`src/rtl/noise_seq_pkg.sv`:
```
// Shared definitions for the noise frame sequencer: FSM states, LFSR taps and
// the substitute seed used when software programs an all-zero seed.
package noise_seq_pkg;

    typedef enum logic [2:0] {
        IDLE,
        SEED,
        GEN_L,
        GEN_R,
        PRESENT,
        DONE
    } seq_state_t;

    localparam int TAP_A = 31;
    localparam int TAP_B = 22;
    localparam int TAP_C = 1;
    localparam int TAP_D = 0;

    localparam int SAFE_SEED = 1;

endpackage

```
`src/rtl/noise_lfsr.sv`:
```
// Fibonacci LFSR register for the noise generator; a load wins over a step.
module noise_lfsr
    import noise_seq_pkg::*;
#(
    parameter int NBIT = 32
) (
    input  logic            clk,
    input  logic            rst,
    input  logic            load,
    input  logic            step,
    input  logic [NBIT-1:0] seed,
    output logic [NBIT-1:0] q
);

    logic feedback;

    assign feedback = q[TAP_A] ^ q[TAP_B] ^ q[TAP_C] ^ q[TAP_D];

    always_ff @(posedge clk) begin
        if (rst) begin
            q <= '0;
        end else if (load) begin
            q <= seed;
        end else if (step) begin
            q <= {q[NBIT-2:0], feedback};
        end
    end

endmodule

```
`src/rtl/noise_frame_sequencer.sv`:
```
// Sequences LFSR noise into stereo (or duplicated mono) frames and offers them
// to the I2S sample FIFO over a valid/ready handshake.
module noise_frame_sequencer
    import noise_seq_pkg::*;
#(
    parameter int NBIT        = 32,
    parameter int SAMPLE_BITS = 24,
    parameter int FRAME_CNT_W = 16
) (
    input  logic                   clk,
    input  logic                   rst,
    input  logic                   start,
    input  logic                   stop,
    input  logic [NBIT-1:0]        seed,
    input  logic [FRAME_CNT_W-1:0] frame_count,
    input  logic                   mono,
    input  logic                   out_ready,
    output logic                   out_valid,
    output logic [SAMPLE_BITS-1:0] out_left,
    output logic [SAMPLE_BITS-1:0] out_right,
    output logic                   busy,
    output logic                   done,
    output logic [FRAME_CNT_W-1:0] frames_sent
);

    seq_state_t             state;
    logic [NBIT-1:0]        seed_r;
    logic [NBIT-1:0]        seed_eff;
    logic [FRAME_CNT_W-1:0] frame_cnt_r;
    logic [FRAME_CNT_W-1:0] frames_next;
    logic                   mono_r;
    logic                   stop_pend;
    logic                   last_frame;
    logic                   lfsr_load;
    logic                   lfsr_step;
    logic [NBIT-1:0]        lfsr_q;
    logic [SAMPLE_BITS-1:0] sample;

    assign seed_eff    = (seed == '0) ? NBIT'(SAFE_SEED) : seed;
    assign frames_next = frames_sent + FRAME_CNT_W'(1);
    assign last_frame  = (frame_cnt_r != '0) && (frames_next == frame_cnt_r);
    assign sample      = lfsr_q[SAMPLE_BITS-1:0];
    assign lfsr_load   = (state == SEED);
    assign lfsr_step   = (state == GEN_L) || ((state == GEN_R) && !mono_r);

    noise_lfsr #(
        .NBIT (NBIT)
    ) u_lfsr (
        .clk  (clk),
        .rst  (rst),
        .load (lfsr_load),
        .step (lfsr_step),
        .seed (seed_r),
        .q    (lfsr_q)
    );

    always_ff @(posedge clk) begin
        if (rst) begin
            state       <= IDLE;
            out_valid   <= 1'b0;
            out_left    <= '0;
            out_right   <= '0;
            busy        <= 1'b0;
            done        <= 1'b0;
            frames_sent <= '0;
            stop_pend   <= 1'b0;
            frame_cnt_r <= '0;
            mono_r      <= 1'b0;
            seed_r      <= '0;
        end else begin
            done <= 1'b0;
            // A stop seen anywhere in a run is remembered until the frame boundary.
            if (state != IDLE && stop) begin
                stop_pend <= 1'b1;
            end
            case (state)
                IDLE: begin
                    if (start && !stop) begin
                        frame_cnt_r <= frame_count;
                        mono_r      <= mono;
                        seed_r      <= seed_eff;
                        frames_sent <= '0;
                        stop_pend   <= 1'b0;
                        busy        <= 1'b1;
                        state       <= SEED;
                    end
                end
                SEED: begin
                    state <= GEN_L;
                end
                GEN_L: begin
                    out_left <= sample;
                    state    <= GEN_R;
                end
                GEN_R: begin
                    out_right <= mono_r ? out_left : sample;
                    out_valid <= 1'b1;
                    state     <= PRESENT;
                end
                PRESENT: begin
                    if (out_ready) begin
                        out_valid   <= 1'b0;
                        frames_sent <= frames_next;
                        if (last_frame || stop_pend || stop) begin
                            done  <= 1'b1;
                            state <= DONE;
                        end else begin
                            state <= GEN_L;
                        end
                    end
                end
                DONE: begin
                    busy  <= 1'b0;
                    state <= IDLE;
                end
                default: begin
                    busy      <= 1'b0;
                    out_valid <= 1'b0;
                    state     <= IDLE;
                end
            endcase
        end
    end

endmodule

```
`config.mk`:
```
export PLATFORM = sky130hd
export DESIGN_NAME = noise_frame_sequencer
export DESIGN_NICKNAME = d
export VERILOG_FILES = /design/src/rtl/noise_seq_pkg.sv /design/src/rtl/noise_lfsr.sv /design/src/rtl/noise_frame_sequencer.sv
export SDC_FILE = /design/constraint.sdc
export NUM_CORES = 1
export LEC_CHECK = 0
export CAP_MARGIN = 25
export CORE_MARGIN = 2
export CORE_UTILIZATION = 47
export DETAILED_ROUTE_END_ITERATION = 6
export GPL_TIMING_DRIVEN = 0
export PLACE_DENSITY = 0.73
export SLEW_MARGIN = 20
export SYNTH_ARGS = -nofsm -noshare
export SYNTH_HDL_FRONTEND = slang
export SYNTH_SLANG_ARGS = --single-unit
```
`constraint.sdc`:
```
create_clock -name clk -period 2.02 [get_ports clk]
set_input_delay 0.303 -clock clk [delete_from_list [all_inputs] [get_ports clk]]
set_output_delay 0.303 -clock clk [all_outputs]
set_load 0.05 [all_outputs]
```
==> impl_metrics.tcl <==
set metrics [dict create \
    status "finished, violations left" \
    violations "setup timing" \
    crit_fanout 5 \
    dr.pass1.iters 5 \
    placed_cell_area_mm2 0.00809 \
    critical_path_class "flop to flop" \
    via_per_inst 5.47 \
    root_buffer "clkbuf_16" \
    drtAntennaViolNets 0 \
    grt.overflow.total 0 \
    place.gp.congestion 0.908 \
    rows 43 \
    worstMarginPinSlew_ns 0.847 \
    grt_pass1_wl_um 28700 \
    dpl.cell_count 1097 \
    initial_core_util 0.480 \
    area_growth_pct 35.8 \
    synth-adder-area-share 0.00188 \
    leakage_nw 3.08 \
    setup_viol 2 \
    die_w_um 123 \
    final_area_mm2 0.00902 \
    rsz0062_at_grt "true" \
    yosys.area_share.xor_xnor 0.0383 \
    async_reset_ff_frac 0 \
    drv_slew 0 \
    io_pins 121 \
    cts_tree "built" \
    path_clk_slew_ns 0.06 \
    wl_per_cell_um 16.4 \
    regArea_mm2 0.00308 \
    drc 0 \
    io_buffers 119 \
    grt_pass1_vias 5577 \
    numCtsBuffers 17 \
    slew_headroom 0.435 \
    drive_gt1_frac 0.116 \
    syn-cell-area_mm2 0.00664 \
    period_share 1.00 \
    min_path_type "input port to flop" \
    postCtsHoldBufs 0 \
    cp-end-kind "flop" \
    synth-edff-count 0 \
    antenna_found_initial 0 \
    num_vias 6244 \
    grt_max_degree 17 \
    drv_cap 0 \
    final_nets 1004 \
    core_mm2 0.0138 \
    worst_setup_path_start_kind "flop" \
    post-place-ws_ns -0.481 \
    gr-usage-all-layers 0.245 \
    place_hpwl_um 13100 \
    path_cells "ha_4, and3_4, nand3_4, or3_4, a32oi_2, nand4_2, a31o_1" \
    yosysSeqAreaShare 0.458 \
    synth-seq-cells 152 \
    htreeDepth 4 \
    period_minus_slack_ns 2.02 \
    synth_compound_area_frac 0.160 \
    finClkSkew_ns 0.00810 \
    syn_nets 853 \
    instances_no_fill 1142 \
    crit_slowest_cell "dfxtp_4" \
    hold_violations 0 \
    muxShareOfSynthArea 0.0829 \
    routed_wl_um 18800 \
    die_height_um 123 \
    synth_top_family_by_area "simple AND/OR/NAND/NOR gates" \
    p_per_area_mw_per_mm2 889 \
    max_stage_delay_ns 0.40 \
    n_antenna_cell 0 \
    clockBufferDepth 2 \
    postSynthAreaPerCell_um2 8.32 \
    synth_cell_types 48 \
    max_freq_mhz 494 \
    synthFlopType "dfxtp_1" \
    fillCellCount 1150 \
    worst_slack_ns -0.00399 \
    multi_input_area_mm2 0.00343 \
    yosysWarnings 0 \
    synth-simple-area-share 0.217 \
    worst_ep_arrival_time_ns 2.33 \
    ir_drop_v 0.000639 \
    drt-initial-drc-count 566 \
    fp.dieArea_mm2 0.0151 \
    synthCells 798 \
    clkSinkCount 152 \
    clk_latency_ns 0.43 \
    critPathRequiredTime_ns 2.33 \
]
-- report_power, final --
part	leakage, nW	switching [mW]	total, mW	internal [mW]
clock network	0.311	1.30	3.41	2.10
registers	1.25	0.183	3.37	3.19
logic	1.52	0.732	1.24	0.510
-- worst paths after layout --
| check | start | to | slack (ns) | depth (start not counted) |
|---|---|---|---|---|
| max | frames_sent[0] | state[1] | -0.004 | 7 |
| min | frame_count[8] | frame_cnt_r[8] | 0.43 | 3 |
| max reg2reg | frames_sent[0] | state[1] | -0.004 | 7 |
| min reg2reg | seed_r[25] | seed_r[25] | 0.46 | 2 |
-- synthesized netlist by cell type, drive strengths merged, types with 2 or more instances --
cell type,instances,area share
nand2,156,0.088
dfxtp,152,0.46
a21oi,91,0.069
nor2,87,0.049
a211oi,57,0.065
mux2i,55,0.083
clkbuf,47,0.027
xnor2,24,0.032
nor4,21,0.026
buf,17,0.013
nor3,15,0.012
o21ai,12,0.0090
nand3,10,0.0083
nand4,9,0.012
or3,7,0.0066
xor2,5,0.0066
a311oi,3,0.0040
and2,3,0.0028
and3,3,0.0028
inv,3,0.0017
a21boi,2,0.0023
a22oi,2,0.0023
a31o,2,0.0026
nand2b,2,0.0019
nand3b,2,0.0023
o211ai,2,0.0023
-- through the flow --
stage,util,TNS (ns),total power [mW],hold slack [ns]
floorplan,-,0,4.20,0.436
global placement,0.585,-19.87,4.59,0.441
detailed placement,0.585,-20.56,4.62,0.450
CTS,0.638,-0.00228,8.01,0.426
global route,0.652,-1.10,8.31,0.432
finish,0.652,-0.00752,8.02,0.434
-- final cells by class --
cell class              count  area share
well taps                 180      0.0250
inverters                   3     0.00125
clock inverters            11      0.0175
flip-flops and latches    152       0.341
multi-input cells         579       0.380
clock buffers              21      0.0534
repair buffers            135       0.151
plain buffers              61      0.0302
-- layer usage --
layer | wire (um) | track usage | share of wire | vias up
met3 | 1070 | 0.0418 | 0.057 | 28
met4 | 356 | 0.0905 | 0.019 | 0
met1 | 8650 | 0.346 | 0.46 | 2919
met5 | 0 | 0 | 0 | -
met2 | 8680 | 0.374 | 0.46 | 210
li1 | - | - | - | 3087
-- repair_timing --
| action | 4_1_cts | 5_1_grt |
|---|---|---|
| endpoints found under the setup margin | 76 | 48 |
| buffers inserted | 3 | 13 |
| resized for setup | 18 | 33 |
| pin swaps | 2 | 12 |
-- worst max-delay path, delay by kind of cell (launching register included) --
| kind | cells | cell delay (ns) |
|---|---|---|
| AO/OA/AOI/OAI | 2 | 0.50 |
| adder cells (fa/ha/maj) | 1 | 0.17 |
| flip-flops | 1 | 0.40 |
| AND/OR/NAND/NOR | 4 | 0.83 |
-- cells in the final DEF (no fill, tap or decap), types with 9 or more instances in the layout --
master	n
nand2_1	154
xnor2_1	24
mux2i_1	55
nor3_1	12
clkdlybuf4s50_1	114
a211oi_1	56
clkbuf_16	18
dfxtp_1	139
clkbuf_2	12
a21oi_1	91
nor2_1	86
clkbuf_1	33
buf_4	14
o21ai_0	9
nor4_1	16
buf_2	11
-- registers in the layout, summed over array words and instances (netlist names) --
| signal | flops |
|---|---|
| out_left | 24 |
| stop_pend | 1 |
| out_valid | 1 |
| seed_r | 32 |
| out_right | 24 |
| mono_r | 1 |
| done | 1 |
| frames_sent | 16 |
| busy | 1 |
| frame_cnt_r | 16 |
| state | 3 |
| u_lfsr.q | 32 |
-- kinds of logic (layout without fill, tap and decap cells) --
kind of cell / count (synthesis) / count (layout)
fa+ha+maj: 1 / 1
compound gates: 174 / 174
mux: 55 / 55
simple gates: 320 / 320
buf+inv: 67 / 231
xor+xnor: 29 / 29
flops: 152 / 152
Note: power is estimated with default switching activity, not from simulation.
